<file path="src/rtl/unary_mvm_engine.sv">
// unary_mvm_engine: signed y = A*x by gating weights with temporal-unary pulse trains of |x_j|
// Ports:
//   clk, reset_n          rising-edge clock, asynchronous active-low reset
//   in_valid/in_ready     operand handshake; a_mat (i,j) at [(i*COLS+j)*W +: W], x_vec j at [j*W +: W]
//   out_valid/out_ready   result handshake; y_vec row i at [i*ACC_W +: ACC_W]
//   cycles_used           stream length L of the current result
module unary_mvm_engine #(
   parameter int W          = 5,
   parameter int ROWS       = 2,
   parameter int COLS       = 2,
   parameter int EARLY_EXIT = 1,
   parameter int ACC_W      = 2*W+$clog2(COLS)
) (
   input  logic                  clk,
   input  logic                  reset_n,
   input  logic                  in_valid,
   output logic                  in_ready,
   input  logic [ROWS*COLS*W-1:0] a_mat,
   input  logic [COLS*W-1:0]     x_vec,
   output logic                  out_valid,
   input  logic                  out_ready,
   output logic [ROWS*ACC_W-1:0] y_vec,
   output logic [W-1:0]          cycles_used
);
   typedef enum logic [1:0] {IDLE, STREAM, DONE} state_t;
   state_t state_q, state_d;
   logic [ROWS*COLS*W-1:0] a_q, a_d;
   logic [COLS*W-1:0] mag_q, mag_d, mag_in;
   logic [COLS-1:0] sgn_q, sgn_d, sgn_in;
   logic [W-1:0] t_q, t_d, len_q, len_d, max_mag, xs, mv;
   logic [ROWS*ACC_W-1:0] acc_q, acc_d;
   logic [ACC_W-1:0] s, ae;
   always_comb begin
      state_d = state_q;
      a_d = a_q;
      mag_d = mag_q;
      sgn_d = sgn_q;
      t_d = t_q;
      len_d = len_q;
      acc_d = acc_q;
      mag_in = '0;
      sgn_in = '0;
      max_mag = '0;
      xs = '0;
      mv = '0;
      s = '0;
      ae = '0;
      // W-bit unsigned magnitude, so the most negative value maps to 2^(W-1)
      for (int j = 0; j < COLS; j++) begin
         xs = x_vec[j*W +: W];
         mv = xs[W-1] ? ~xs + W'(1) : xs;
         mag_in[j*W +: W] = mv;
         sgn_in[j] = xs[W-1];
         max_mag = (mv > max_mag) ? mv : max_mag;
      end
      case (state_q)
         IDLE: if (in_valid) begin
            state_d = STREAM;
            a_d = a_mat;
            mag_d = mag_in;
            sgn_d = sgn_in;
            t_d = '0;
            acc_d = '0;
            len_d = (EARLY_EXIT != 0) ? ((max_mag == '0) ? W'(1) : max_mag) : {1'b1, {(W-1){1'b0}}};
         end
         STREAM: begin
            for (int i = 0; i < ROWS; i++) begin
               s = acc_q[i*ACC_W +: ACC_W];
               for (int j = 0; j < COLS; j++) begin
                  ae = {{(ACC_W-W){a_q[(i*COLS+j)*W+W-1]}}, a_q[(i*COLS+j)*W +: W]};
                  if (t_q < mag_q[j*W +: W]) s = sgn_q[j] ? s - ae : s + ae;
               end
               acc_d[i*ACC_W +: ACC_W] = s;
            end
            t_d = t_q + W'(1);
            state_d = (t_q == len_q - W'(1)) ? DONE : STREAM;
         end
         DONE: state_d = out_ready ? IDLE : DONE;
         default: state_d = IDLE;
      endcase
   end
   always_ff @(posedge clk or negedge reset_n) begin
      if (!reset_n) begin
         state_q <= IDLE;
         a_q <= '0;
         mag_q <= '0;
         sgn_q <= '0;
         t_q <= '0;
         len_q <= '0;
         acc_q <= '0;
      end else begin
         state_q <= state_d;
         a_q <= a_d;
         mag_q <= mag_d;
         sgn_q <= sgn_d;
         t_q <= t_d;
         len_q <= len_d;
         acc_q <= acc_d;
      end
   end
   // outputs decode flops directly; the accumulators double as the result register
   assign in_ready = (state_q == IDLE);
   assign out_valid = (state_q == DONE);
   assign y_vec = acc_q;
   assign cycles_used = len_q;
endmodule

</file>
<file path="config.mk">
export PLATFORM = sky130hd
export DESIGN_NAME = unary_mvm_engine
export DESIGN_NICKNAME = d
export VERILOG_FILES = /design/src/rtl/unary_mvm_engine.sv
export SDC_FILE = /design/constraint.sdc
export NUM_CORES = 1
export LEC_CHECK = 0
export ABC_AREA = 0
export CAP_MARGIN = 20
export CORE_MARGIN = 2
export CORE_UTILIZATION = 58
export DETAILED_ROUTE_END_ITERATION = 10
export HOLD_SLACK_MARGIN = 0.03
export PLACE_DENSITY_LB_ADDON = 0.2
export SETUP_SLACK_MARGIN = 0.2
export SLEW_MARGIN = 20
export SYNTH_ARGS = -nofsm -noshare
export SYNTH_HDL_FRONTEND = slang
export SYNTH_SLANG_ARGS = --single-unit
</file>
<file path="constraint.sdc">
create_clock -name clk -period 4.71 [get_ports clk]
set_input_delay 0.7065 -clock clk [delete_from_list [all_inputs] [get_ports clk]]
set_output_delay 0.7065 -clock clk [all_outputs]
set_load 0.005 [all_outputs]
</file>
== After elaboration in Yosys (flattened, before gate mapping) ==
Index checks and enable logic that the tools add are counted.
W data, S select, Z words.
Cells by class
  reductions and logical operators: 5
  equality and inequality tests: 4
  $add $sub $neg: 12
  multiplexer cells: 23
  magnitude comparators: 4
  bitwise logic cells: 2
Operators with widths (number)
  $mux W11: 10
  $add A11 B11 Y11: 4
  $pmux W22 S2: 1
  $sub A11 B11 Y11: 4
  $mux W5: 6
  $mux W22: 1
  $add A5 B1 Y5 const B: 3
  $lt A5 B5 Y1: 2
  $not A5 Y5: 2
  $pmux W5 S2: 1
  $mux W2: 3
  $pmux W2 S3: 1
  $eq A5 B5 Y1: 1
  $gt A5 B1 Y1 const B: 1
  $gt A5 B5 Y1: 1
  $logic_not A5 Y1: 1
  $sub A5 B1 Y5 const B: 1
  $reduce_and A2 Y1: 2
  $eq A2 B1 Y1 const B: 1
  $eq A2 B2 Y1 const B: 1
  $logic_not A2 Y1: 1
  $ne A2 B2 Y1 const B: 1
  $reduce_bool A2 Y1: 1
Word-level totals
  bits of input ports: 34
  register bits: 66
  output and inout bits: 29
  word-level logic and storage cells: 57

== Depth between registers and ports, before layout ==
Gate-level depths: netlist (run 1).
  depth in word-level cells: 9
  depth in mapped cells: 22
  gate-level depth less buffers: 22

== Least setup slack after synthesis (run 1) ==
OpenSTA, ideal clock, no wires.
  path kind: reg2reg
  start point: reg a_q[10]
  end point: reg acc_q[21] (netlist: y_vec[21])
  cell stages (with the launch flop): 23
  path slack: 709 ps
  setup time: 76 ps
  arrival time: 3925 ps
  path through: dfrtp_1 > inv_1 > ha_1 > mux2_2 > inv_1 > ha_1 > nor2b_1 > o21ai_0 > a21oi_1 > o21a_1 > nor2_1 > o21ai_1 > xnor2_1 > o21ai_0 > ha_1 > or2_2 > and2_1 > a32oi_1 > xor2_1 > nor2_1 > xnor2_1 > or3_1 > o21ai_1
On the way
  cells in the longest elaborated chain, start to end: 8
  elaborated cells between the ends (all ways): 10
  classes of those cells: add/sub: 4; mux: 6
Ends and longest elaborated chain
  start, declared: RTL line 27  | logic [ROWS*COLS*W-1:0] a_q, a_d;
  start signal, assigned: RTL line 85  | a_q <= '0;
  start signal, assigned: RTL line 93  | a_q <= a_d;
  $add A11 B11 Y11 or $sub A11 B11 Y11 (tied branches): RTL line 71  | if (t_q < mag_q[j*W +: W]) s = sgn_q[j] ? s - ae : s + ae;
  $mux W11 * (2 in series): RTL line 71
  $mux W11 *: RTL line 56  | case (state_q)
  $add A11 B11 Y11 or $sub A11 B11 Y11 (tied branches): RTL line 71
  $mux W11: RTL line 71
  $mux W11 *: RTL line 71
  $pmux W22 S2 *: RTL line 56
  end signal, assigned: RTL line 90  | acc_q <= '0;
  end signal, assigned: RTL line 98  | acc_q <= acc_d;
  end, declared: RTL line 31  | logic [ROWS*ACC_W-1:0] acc_q, acc_d;
Every way passes the cells marked *; elsewhere a longest branch is shown, timed or not. The select of a mux whose other input is x is not followed.
A chain may end at the register's enable or synchronous reset.

== Final worst setup path (run 1) ==
  start point: reg a_q[11]
  end point: reg acc_q[21] (netlist: y_vec[21])
The elaborated chain is that of the path after synthesis.

==> impl_metrics.toml, run 1 <==
[status]
status = "complete, no violations"

[global_routing]
number_of_global_route_vias_before_repair = 5026
globalRoute.totalOverflow = 0
antenna_found_initial = 0
gr-usage-all-layers_pct = 26.8
grt_pass1_wl_mm = 23.9
grt_start_max_net_pins = 52

[detailed_routing]
drc = 0
met2WireLength_mm = 6.95
avgRoutedWirePerCell_um = 15.9
routed-wl-met3_um = 640
drt-vias-per-instance = 5.86
route.antenna.remaining_nets = 0
top_layer_used = "met4"
dr.pass1.iters = 5
drtIter0Drc = 323
wl_met1_mm = 6.59
vias = 5293
drt_wl_total_mm = 14.4

[sta]
final.hold.worst_slack_ns = 0.431
final_period_minus_worst_setup_slack_ns = 4.27
report.final.slew_viol_count = 0
totalNegativeSetupSlack_ns = 0
maxSlewHeadroom_pct = 37.1
timing.fmax_mhz = 234
timing.clock.skew_ns = 0.0122
finalHoldViolations = 0
unrepaired_setup_endpoints_after_global_routing = "yes"
max_slew.worst_pin.slew_ns = 0.944
setup_viol_count_final = 0
fin_crit_sh_pct = 90.7

[layout]
layoutNonFillerInstCount = 904
layout.nets = 870
fillerInstances = 841
sequential_cell_area_sq_mm = 0.00165
n_antenna_cell = 0
flow.area_growth_from_synthesis_pct = 17.5
layout-drive-gt1-share_pct = 11.9
multiInputGateArea_sq_mm = 0.00399

[critical_path]
critical_path.top_delay_family = "simple AND/OR/NAND/NOR gates"
worstPathBufferInverterCount = 1
crit_fanout = 6
worstSetupPathType = "reg2reg"
critical_path.startpoint_type = "register"
critPathSlowestCell = "sky130_fd_sc_hd__or4_1"
worstPathRequired_ns = 5.00
critical_path.endpoint_type = "register"
worstPathCellList = "inv_1 > ha_1 > nand2_1 > ha_1 > mux2_2 > ha_2 > or4_1 > o22ai_1 > xor2_1 > o21ai_2 > ha_2 > a21oi_2 > o211ai_1 > a32oi_2 > xor2_1 > nor2_1 > xnor2_1 > or3_1 > o21ai_1"
critical-path-max-stage-delay_ns = 0.53
cp_data_arrival_time_ns = 4.56

[cts]
clkSlewWorstSetupHoldPaths_ns = 0.07
cts.sink_count = 66
cts_buffer_depth = 2
postCtsHoldBufs = 0
cts_buffers = 9
cts_tree = "yes"
worstSkewPairLatency_ns = 0.36
clock_tree.root_cell = "sky130_fd_sc_hd__clkbuf_8"
h_tree_depth = 3

[logic_synthesis]
synthesis.area_per_instance_sq_um = 8.30
number_of_nets_produced_by_synthesis = 809
yosys_reg_bits = 66
ys_dominant_reg_cell = "sky130_fd_sc_hd__dfrtp_1"
synth.yosys.seq_area_share_pct = 28.2
number_of_enable_flip_flop_cells_after_synthesis = 0
synthesis.yosys.warnings = 0
synth_cell_type_count = 57
netlist_area_sq_mm = 0.00585
synthesis.instances = 705
synth-async-reset-ratio_pct = 100

[place]
portBuffers = 62
dp.cells = 884
dp_hpwl_mm = 10.8
finalWeightedCongestion = 0.976

[floorplan]
overall_die_area_sq_mm = 0.0109
std_cell_rows = 36
start_util_pct = 59.9
die_h_um = 104
die_w_um = 104
io_pins = 63
core_sq_mm = 0.00977

[run]
cap_viol_max_count = 0

[worst_hold_path]
hp-class = "in2async"
kinds of logic after synthesis:
kind of cell,share of synthesized area (%)
mux,7.87
buf+inv,5.11
simple gates,16.1
xor+xnor,6.44
fa+ha+maj,15.5
compound gates,20.8
flops,28.2
per-layer routing:
metal | up-vias | track usage, %
li1 | 2628 | -
met1 | 2505 | 35.8
met2 | 137 | 45.8
met3 | 23 | 3.13
met4 | 0 | 7.43
met5 | - | 0
synth_stat cells, types with 8 or more instances:
cell,instances,area [sq um]
sky130_fd_sc_hd__nand2b_1,11,68.8
sky130_fd_sc_hd__clkbuf_1,16,60.1
sky130_fd_sc_hd__xnor2_1,28,245
sky130_fd_sc_hd__dfrtp_1,66,1650
sky130_fd_sc_hd__o21ai_1,10,50.1
sky130_fd_sc_hd__a21o_1,11,82.6
sky130_fd_sc_hd__mux2i_1,10,100
sky130_fd_sc_hd__o21ai_0,65,325
sky130_fd_sc_hd__mux2_2,32,360
sky130_fd_sc_hd__nor3_1,12,60.1
sky130_fd_sc_hd__inv_1,51,191
sky130_fd_sc_hd__nor2b_1,9,56.3
sky130_fd_sc_hd__a211oi_1,8,60.1
sky130_fd_sc_hd__a21oi_1,58,290
sky130_fd_sc_hd__nand2_1,67,251
sky130_fd_sc_hd__nand3_1,32,160
sky130_fd_sc_hd__ha_1,66,826
sky130_fd_sc_hd__xor2_1,15,131
sky130_fd_sc_hd__nor2_1,56,210
worst paths after layout:
check,startpoint,endpoint,slack (ns),cells after the start
max,a_q[11],y_vec[21],0.44,19
min,reset_n,a_q[2],0.43,1
max reg2reg,a_q[11],y_vec[21],0.44,19
min reg2reg,mag_q[2],mag_q[2],0.49,2
max in group asynchronous,reset_n,a_q[9],3.32,2
min in group clk,mag_q[2],mag_q[2],0.49,2
layout by cell type, fill, tap and decap left out, types with 11 or more instances in the layout:
cell,n
sky130_fd_sc_hd__clkdlybuf4s50_1,61
sky130_fd_sc_hd__nor3_1,12
sky130_fd_sc_hd__a21oi_1,55
sky130_fd_sc_hd__xor2_1,15
sky130_fd_sc_hd__xnor2_1,27
sky130_fd_sc_hd__o21ai_0,60
sky130_fd_sc_hd__nand2_1,66
sky130_fd_sc_hd__mux2_2,31
sky130_fd_sc_hd__dfrtp_1,66
sky130_fd_sc_hd__a21o_1,11
sky130_fd_sc_hd__ha_1,63
sky130_fd_sc_hd__nand3_1,32
sky130_fd_sc_hd__inv_1,50
sky130_fd_sc_hd__o21ai_1,12
sky130_fd_sc_hd__nand2b_1,11
sky130_fd_sc_hd__nor2_1,55
state kept, by name, indices dropped and copies added, names as in the netlist:
register,cells
t_q,5
y_vec,22
state_q,2
a_q,20
mag_q,10
sgn_q,2
cycles_used,5
worst register-to-register path: stages, from the launching register on:
cell and delay [ns]:
sky130_fd_sc_hd__dfrtp_1 0.41, sky130_fd_sc_hd__inv_1 0.07, sky130_fd_sc_hd__ha_1 0.17, sky130_fd_sc_hd__nand2_1 0.08
sky130_fd_sc_hd__ha_1 0.27, sky130_fd_sc_hd__mux2_2 0.27, sky130_fd_sc_hd__ha_2 0.21, sky130_fd_sc_hd__or4_1 0.53
sky130_fd_sc_hd__o22ai_1 0.20, sky130_fd_sc_hd__xor2_1 0.22, sky130_fd_sc_hd__o21ai_2 0.09, sky130_fd_sc_hd__ha_2 0.34
sky130_fd_sc_hd__a21oi_2 0.19, sky130_fd_sc_hd__o211ai_1 0.12, sky130_fd_sc_hd__a32oi_2 0.18, sky130_fd_sc_hd__xor2_1 0.16
sky130_fd_sc_hd__nor2_1 0.07, sky130_fd_sc_hd__xnor2_1 0.18, sky130_fd_sc_hd__or3_1 0.37, sky130_fd_sc_hd__o21ai_1 0.08
metrics by stage:
| stage | area (sq um) | util (%) | setup slack [ns] |
|---|---|---|---|
| global placement | 6590 | 67.4 | 0.485 |
| global route | 6880 | 70.4 | 0.173 |
| CTS | 6750 | 69.1 | 0.303 |
| floorplan | 5850 | - | 0.709 |
| detailed placement | 6590 | 67.4 | 0.337 |
| finish | 6880 | 70.4 | 0.440 |
layout make-up:
class / instances / share of cell area (%)
multi-input combinational: 563 / 58.0
inverter: 53 / 2.89
clock buffer: 13 / 2.16
timing repair buffer: 73 / 10.3
tap: 133 / 2.42
clock inverter: 3 / 0.218
sequential: 66 / 24.0
repair_timing:
action                                  in CTS  in global routing
gates resized for setup                      0                 25
buffers inserted                             0                  3
endpoints found under the setup margin       0                  2
Power of run 1 is not shown: default switching activity piles up to over one toggle a cycle in this logic, so the estimate is an artifact.
==> run 2, diff against run 1 <==
--- a/config.mk
+++ b/config.mk
@@ -12,6 +12,7 @@
 export DETAILED_ROUTE_END_ITERATION = 10
 export HOLD_SLACK_MARGIN = 0.03
 export PLACE_DENSITY_LB_ADDON = 0.2
+export RECOVER_POWER = 25
 export SETUP_SLACK_MARGIN = 0.2
 export SLEW_MARGIN = 20
 export SYNTH_ARGS = -nofsm -noshare
==> impl_metrics.toml, run 2 (synthesized netlist as in run 1, its figures left out) <==
[global_routing]
globalRoute.totalOverflow = 0
gr-usage-all-layers_pct = 26.8
grt_start_max_net_pins = 52
antenna_found_initial = 0
number_of_global_route_vias_before_repair = 5026
grt_pass1_wl_mm = 23.9

[critical_path]
critical_path.startpoint_type = "register"
worstSetupPathDepth = 19
worstPathBufferInverterCount = 1
worstSetupPathType = "reg2reg"
critical-path-max-stage-delay_ns = 0.53
critPathSlowestCell = "sky130_fd_sc_hd__or4_1"
worstPathRequired_ns = 5.00
critical_path.endpoint_type = "register"
cp_data_arrival_time_ns = 4.56
rr_endpoint = "y_vec[21]"
worstPathCellList = "inv_1 > ha_1 > nand2_1 > ha_1 > mux2_2 > ha_2 > or4_1 > o22ai_1 > xor2_1 > o21ai_2 > ha_2 > a21oi_2 > o211ai_1 > a32oi_2 > xor2_1 > nor2_1 > xnor2_1 > or3_1 > o21ai_1"
r2r_cells = 19
critical_path.top_delay_family = "simple AND/OR/NAND/NOR gates"
worstSetupEndpoint = "y_vec[21]"
r2r_start = "a_q[11]"
critical_path.startpoint = "a_q[11]"
regToRegSetupSlack_ns = 0.44
crit_fanout = 6

[sta]
max_slew.worst_pin.slew_ns = 1.91
finalHoldViolations = 0
timing.fmax_mhz = 234
setup_viol_count_final = 0
report.final.slew_viol_count = 69
totalNegativeSetupSlack_ns = 0
timing.clock.skew_ns = 0.0113
maxSlewHeadroom_pct = -27.6
fin_crit_sh_pct = 90.8
final_period_minus_worst_setup_slack_ns = 4.27
unrepaired_setup_endpoints_after_global_routing = "yes"

[cts]
cts_buffer_depth = 2
cts.sink_count = 66
cts_buffers = 9
postCtsHoldBufs = 0
clkSlewWorstSetupHoldPaths_ns = 0.07
worstSkewPairLatency_ns = 0.36
clock_tree.root_cell = "sky130_fd_sc_hd__clkbuf_8"
cts_tree = "yes"
h_tree_depth = 3

[layout]
sequential_cell_area_sq_mm = 0.00165
fillerInstances = 843
n_antenna_cell = 0
layout-drive-gt1-share_pct = 11.5
largest_register_ffs = 22
layoutNonFillerInstCount = 904
layout.nets = 870
mostFrequentLayoutCell = "sky130_fd_sc_hd__nand2_1"
flow.area_growth_from_synthesis_pct = 17.4
multiInputGateArea_sq_mm = 0.00398
mostFrequentLayoutCells = "sky130_fd_sc_hd__nand2_1, sky130_fd_sc_hd__dfrtp_1, sky130_fd_sc_hd__ha_1"

[status]
failed_checks = "capacitance limit, slew limit"
status = "finished with violations"

[place]
finalWeightedCongestion = 0.976
dp_hpwl_mm = 10.8
portBuffers = 62
dp.cells = 884

[floorplan]
die_w_um = 104
std_cell_rows = 36
io_pins = 63
overall_die_area_sq_mm = 0.0109
die_h_um = 104
core_sq_mm = 0.00977
start_util_pct = 59.9

[detailed_routing]
avgRoutedWirePerCell_um = 15.9
dr.pass1.iters = 5
drt_wl_total_mm = 14.4
drtIter0Drc = 323
drc = 0
route.antenna.remaining_nets = 0
vias = 5310
drt-vias-per-instance = 5.87

[worst_hold_path]
hp-class = "reg2reg"

[run]
cap_viol_max_count = 2
## run 2: timing repair
action,CTS,global route
endpoints found under the setup margin,0,2
resized for setup,0,25
setup buffers,0,3
## run 2: stage by stage
step           setup WS, ns  cell area [sq um]  hold WS [ns]  util (%)
2_1_floorplan         0.709               5850         0.411         -
3_3_place_gp          0.485               6590         0.466      67.4
3_5_place_dp          0.337               6590         0.472      67.4
4_1_cts               0.303               6750         0.454      69.1
5_1_grt               0.173               6870         0.522      70.3
6_report              0.435               6870         0.486      70.3
## run 2: how the worst min path moves through the flow
| stage | start | to | slack [ns] | depth (start not counted) |
|---|---|---|---|---|
| finish | mag_q[2] | mag_q[2] | 0.49 | 2 |
| global route | mag_q[3] | mag_q[3] | 0.52 | 2 |
| CTS | reset_n | a_q[13] | 0.45 | 1 |
| detailed placement | mag_q[2] | mag_q[2] | 0.47 | 2 |
| global placement | mag_q[2] | mag_q[2] | 0.47 | 2 |
| floorplan | reset_n | a_q[0] | 0.41 | 0 |
## run 2: worst register-to-register path, delay by kind of cell (launching register included)
family	cells	cell delay [ns]
fa+ha+maj	4	0.99
mux	1	0.27
xor+xnor	3	0.56
compound gates	6	0.86
flops	1	0.41
simple gates	4	1.05
buf+inv	1	0.07
## run 2: area by class of cell
cell class | instances | share of cell area (%)
clock buffers | 13 | 2.17
clock inverters | 3 | 0.219
inverters | 53 | 2.90
multi-input cells | 563 | 58.0
flip-flops and latches | 66 | 24.0
well taps | 133 | 2.42
repair buffers | 73 | 10.3
## run 2: metal layers
| metal | GRT usage (%) | part of all wire, % | wire (um) |
|---|---|---|---|
| met5 | 0 | 0 | 0 |
| met4 | 7.43 | 1.6 | 229 |
| met3 | 3.13 | 4.4 | 632 |
| met2 | 45.8 | 48 | 6960 |
| met1 | 35.8 | 46 | 6600 |
Power of run 2 is left out for the same reason.
